File: src/rtl/rep_sequencer.sv
// REP/REPE/REPNE iteration sequencer for the microcode string engine.
// Issues one datapath iteration at a time and writes back the decremented CX.
module rep_sequencer #(
    parameter int COUNT_WIDTH = 16
) (
    input  logic                   clk,
    input  logic                   reset_n,
    input  logic                   start,
    input  logic [1:0]             rep_mode,
    input  logic                   is_compare,
    input  logic [COUNT_WIDTH-1:0] cx_in,
    output logic                   iter_req,
    input  logic                   iter_ack,
    input  logic                   iter_done,
    input  logic                   zf_in,
    input  logic                   irq_pending,
    output logic [COUNT_WIDTH-1:0] cx_out,
    output logic                   cx_wr_en,
    output logic                   busy,
    output logic                   complete,
    output logic                   interrupted
);

    typedef enum logic [2:0] {
        IDLE,
        CHECK,
        ISSUE,
        WAIT,
        DONE,
        SUSPEND
    } state_t;

    localparam logic [1:0] M_NONE  = 2'b00;
    localparam logic [1:0] M_REPE  = 2'b10;
    localparam logic [1:0] M_REPNE = 2'b11;

    state_t                 state;
    logic [1:0]             mode;
    logic                   cmp;
    logic                   first;
    logic [COUNT_WIDTH-1:0] count;
    logic                   zf_stop;

    assign zf_stop = cmp && (((mode == M_REPE) && !zf_in) ||
                             ((mode == M_REPNE) && zf_in));

    always_ff @(posedge clk or negedge reset_n) begin
        if (!reset_n) begin
            state    <= IDLE;
            mode     <= M_NONE;
            cmp      <= 1'b0;
            first    <= 1'b0;
            count    <= '0;
            cx_out   <= '0;
            cx_wr_en <= 1'b0;
        end else begin
            cx_wr_en <= 1'b0;
            unique case (state)
                IDLE: begin
                    if (start) begin
                        mode  <= rep_mode;
                        cmp   <= is_compare;
                        count <= cx_in;
                        first <= 1'b1;
                        state <= CHECK;
                    end
                end
                CHECK: begin
                    // interrupts only break in once an iteration has completed
                    if ((mode != M_NONE) && (count == '0))
                        state <= DONE;
                    else if (irq_pending && !first)
                        state <= SUSPEND;
                    else
                        state <= ISSUE;
                end
                ISSUE: begin
                    if (iter_ack) begin
                        first <= 1'b0;
                        state <= WAIT;
                    end
                end
                WAIT: begin
                    if (iter_done) begin
                        if (mode != M_NONE) begin
                            count    <= count - 1'b1;
                            cx_out   <= count - 1'b1;
                            cx_wr_en <= 1'b1;
                        end
                        if ((mode == M_NONE) || zf_stop)
                            state <= DONE;
                        else
                            state <= CHECK;
                    end
                end
                DONE:    state <= IDLE;
                SUSPEND: state <= IDLE;
                default: state <= IDLE;
            endcase
        end
    end

    assign iter_req    = (state == ISSUE);
    assign busy        = (state != IDLE);
    assign complete    = (state == DONE);
    assign interrupted = (state == SUSPEND);

endmodule

File: config.mk
export PLATFORM = sky130hd
export DESIGN_NAME = rep_sequencer
export DESIGN_NICKNAME = d
export VERILOG_FILES = /design/src/rtl/rep_sequencer.sv
export SDC_FILE = /design/constraint.sdc
export NUM_CORES = 1
export LEC_CHECK = 0
export CAP_MARGIN = 20
export CORE_ASPECT_RATIO = 0.9
export CORE_MARGIN = 2
export CORE_UTILIZATION = 40
export DETAILED_ROUTE_END_ITERATION = 10
export GPL_ROUTABILITY_DRIVEN = 0
export PLACE_DENSITY = 0.76
export SLEW_MARGIN = 20
export SYNTH_ARGS = -nofsm -noshare
export SYNTH_HDL_FRONTEND = slang
export SYNTH_SLANG_ARGS = --single-unit
File: constraint.sdc
create_clock -name clk -period 2.3 [get_ports clk]
set_clock_uncertainty 0.1 [all_clocks]
set_input_delay 0.345 -clock clk [delete_from_list [all_inputs] [get_ports clk]]
set_output_delay 0.345 -clock clk [all_outputs]
set_load 0.005 [all_outputs]
==> metrics.md <==
| Metric | Value |
|---|---|
| Later-pin clock latency in the skew report | 290 ps |
| Main synth FF type | dfrtp_1 |
| Distinct cell type count after synthesis | 55 |
| Final Hold Vio Count | 0 |
| Initial DRC Count | 146 |
| Detailed Place HPWL | 3720 um |
| Fin crit share | 92.7% |
| Min Clock Period, post-route | 2130 ps |
| Core ar. | 5600 um2 |
| Slowest cell delay on critical path | 550 ps |
| NetSw | 1470 uW |
| WHS | 378 ps |
| # Max-Cap Violations | 0 |
| CP cell instances | inv_1 -> nor3_1 -> clkdlybuf4s50_1 |
| Worst EP arrival | 1690 ps |
| Final Power | 3710 uW |
| Slew Viols, Final | 0 |
| Synth Net Count | 273 |
| Asr flop ratio synth | 100% |
| Final net count | 319 |
| Endpoint class of the critical path | primary output |
| Clk network pwr share | 15.2% |
| Clock input transition at the sequential cells of the worst setup and hold paths | 80 ps |
| Pin count of the biggest net entering global routing | 41 |
| Max Root-Sink Buffers | 2 |
| Ranking of synthesized cells by area | dfrtp_1 44%, a21oi_1 4.6%, o21ai_0 4.6% |
| Syn-to-layout area delta | 27.6% |
| Overall routing resource usage | 18.0% |
| Die height | 75.6 um |
| Post-synthesis sequential area ratio | 44.0% |
| CTS Buf Count | 5 |
| Top Ports | 47 |
| CP Launch Type | flip-flop |
| Vias per cell | 5.36 |
| WP data required | 1860 ps |
| Ys Warns | 0 |
| Crit path max-delay family | buffers and inverters |
| Fmax | 469 MHz |
| Post-synthesis cell area | 2280 um2 |
| EDFF count, synth | 0 |
| Hold Crit Class | reg2reg |
| Pwr Density | 1280 nW/um2 |
| Worst slew margin | 63.3% |
| RSZ-0062 raised after global routing | no |
| Total Wirelength | 5150 um |
| Worst Path Class, Setup | reg2out |
| Design area | 2910 um2 |
| DR pass1 iterations | 5 |
| Wire length per cell | 14.2 um |
| Leak | 0.00117 uW |
| Critical path's slowest cell | clkdlybuf4s50_1 |
| Post-synthesis register bit count | 40 |
| Setup_tns | 0 ps |
| Vias in the first global route | 1901 |
| Depth of the CTS H-tree | 2 |
| Flop pwr share | 39.0% |
| TritonCTS clock tree | yes |
| Total setup buffers inserted after CTS | 0 |
| Port Buf Inserts | 46 |
| Chip width | 83.5 um |
| Total congestion overflow | 0 |
| ANT cells | 0 |
| Drt drc | 0 |
| Status | complete, no violations |
| Antenna violations before repair | 0 |
| Top-area cell type share of the netlist area | 44.0% |
| Avg Inst Size Synth | 9.29 um2 |
| Peak supply drop | 0.000467 V |
| Buffer and inverter count on the worst path | 2 |
| Placed Area | 2790 um2 |
| Synth area leader | dfrtp_1 |
| Syn Inst Count | 245 |
| Internal power | 2240 uW |
| DIE AREA | 6310 um2 |
| Worst-Margin Slew | 551 ps |
| Critical path peak fanout | 11 |
| Logic pwr share | 45.8% |
| First-pass GRT wire length | 9060 um |
| Switching power share of the total | 39.6% |
| Clk root buf | clkbuf_8 |
| Initial core utilization | 40.7% |
| Fill cell count | 547 |
| Final core occ | 51.9% |
| Remaining antenna violation count | 0 |
| Routed vias | 1942 |
| Number of clock sinks | 40 |
| Final setup vio count | 0 |
| Layout cell share with drive strength beyond 1 | 12.7% |
| Num rows | 26 |
-- what timing repair did --
| action | 4_1_cts | 5_1_grt |
|---|---|---|
| resized for setup | 0 | 1 |
| hold buffers | 1 | 0 |
| setup endpoints to repair | 0 | 1 |
| endpoints found under the hold margin | 40 | 0 |
-- registers in the layout, summed over array words and instances (netlist names) --
signal / count
count: 16
cx_out: 16
state: 3
mode: 2
cmp: 1
cx_wr_en: 1
first: 1
-- worst register-to-register path, delay by kind of cell, from the launching register on --
kind            cells  cell delay [ps]
simple gates        3              910
flops               1              470
compound gates      2              370
-- cells in the mapped netlist (2+ instances only) --
master and instances:
a211oi_1 2, a21oi_1 21, a22oi_1 2, a31oi_1 2, and3_1 2, buf_2 3
buf_4 3, buf_6 4, clkbuf_1 5, dfrtp_1 40, ha_1 2, inv_1 6
mux2_2 3, nand2_1 25, nand3_1 7, nand4_1 4, nor2_1 23, nor3_1 5
nor3_4 2, nor4_1 2, o21ai_0 21, o21ai_1 6, o22ai_1 5, o2bb2ai_1 4
or2_2 4, or3_4 2, xnor2_1 8, xor2_1 5
-- power groups by stage --
stage	clock (uW)	combinational, uW	sequential [uW]
floorplan	0	1240	1310
global placement	0	1660	1430
CTS	582	1700	1440
detailed placement	0	1700	1450
global route	608	1900	1510
finish	565	1700	1450
-- metal layers --
layer | part of all wire (%) | vias to the layer above | global-route usage, %
met5 | 0 | - | 0
met1 | 48 | 922 | 24.7
met4 | 1.4 | 0 | 6.09
met3 | 4.5 | 6 | 3.47
met2 | 46 | 50 | 29.4
li1 | - | 964 | -
-- stage by stage --
stage	std cells	setup slack, ps
floorplan	245	498
global placement	353	205
detailed placement	353	161
CTS	362	18.3
global route	362	40.6
finish	362	169
-- logic make-up after synthesis --
| kind of cell | synth area share, % |
|---|---|
| muxes | 1.48 |
| buffers and inverters | 5.77 |
| and+or+nand+nor | 22.7 |
| adders and majority gates | 1.10 |
| AOI/OAI and AO/OA | 19.9 |
| xor gates and xnor gates | 5.00 |
| DFF | 44.0 |
-- path summary, 6_finish.rpt --
| path | start | end | slack (ps) | cells past startpoint |
|---|---|---|---|---|
| worst min register to register | cx_out[12] | cx_out[12] | 380 | 2 |
| max in group asynchronous | reset_n | state[1] | 1430 | 3 |
| worst max-delay path | state[1] | iter_req | 170 | 3 |
| worst min-delay path | cx_out[12] | cx_out[12] | 380 | 2 |
| min in group asynchronous | reset_n | first | 440 | 3 |
| worst max register to register | count[3] | count[13] | 330 | 5 |
-- cell usage in the layout, fill, tap and decap left out, types with 2 or more instances in the layout --
cell	netlist	routed
a211oi_1	2	2
a21oi_1	21	21
a22oi_1	2	2
a31oi_1	2	2
and3_1	2	2
buf_4	3	7
clkbuf_8	0	5
clkdlybuf4s50_1	0	45
dfrtp_1	40	39
ha_1	2	2
inv_1	6	6
mux2_2	3	3
nand2_1	25	25
nand3_1	7	7
nand4_1	4	4
nor2_1	23	23
nor3_1	5	5
nor3_4	2	2
nor4_1	2	2
o21ai_0	21	21
o21ai_1	6	6
o22ai_1	5	5
o2bb2ai_1	4	4
or2_2	4	4
or3_4	2	2
xnor2_1	8	8
xor2_1	5	5
-- area by class of cell --
class,instances,area (um2),area share [%]
multi-input cells,182,1140,39.4
flip-flops and latches,40,1000,34.5
repair buffers,55,538,18.5
well taps,70,87.6,3.01
clock buffers,6,72.6,2.50
clock inverters,2,35.0,1.21
inverters,7,26.3,0.904
(Power assumes the default switching activity.)
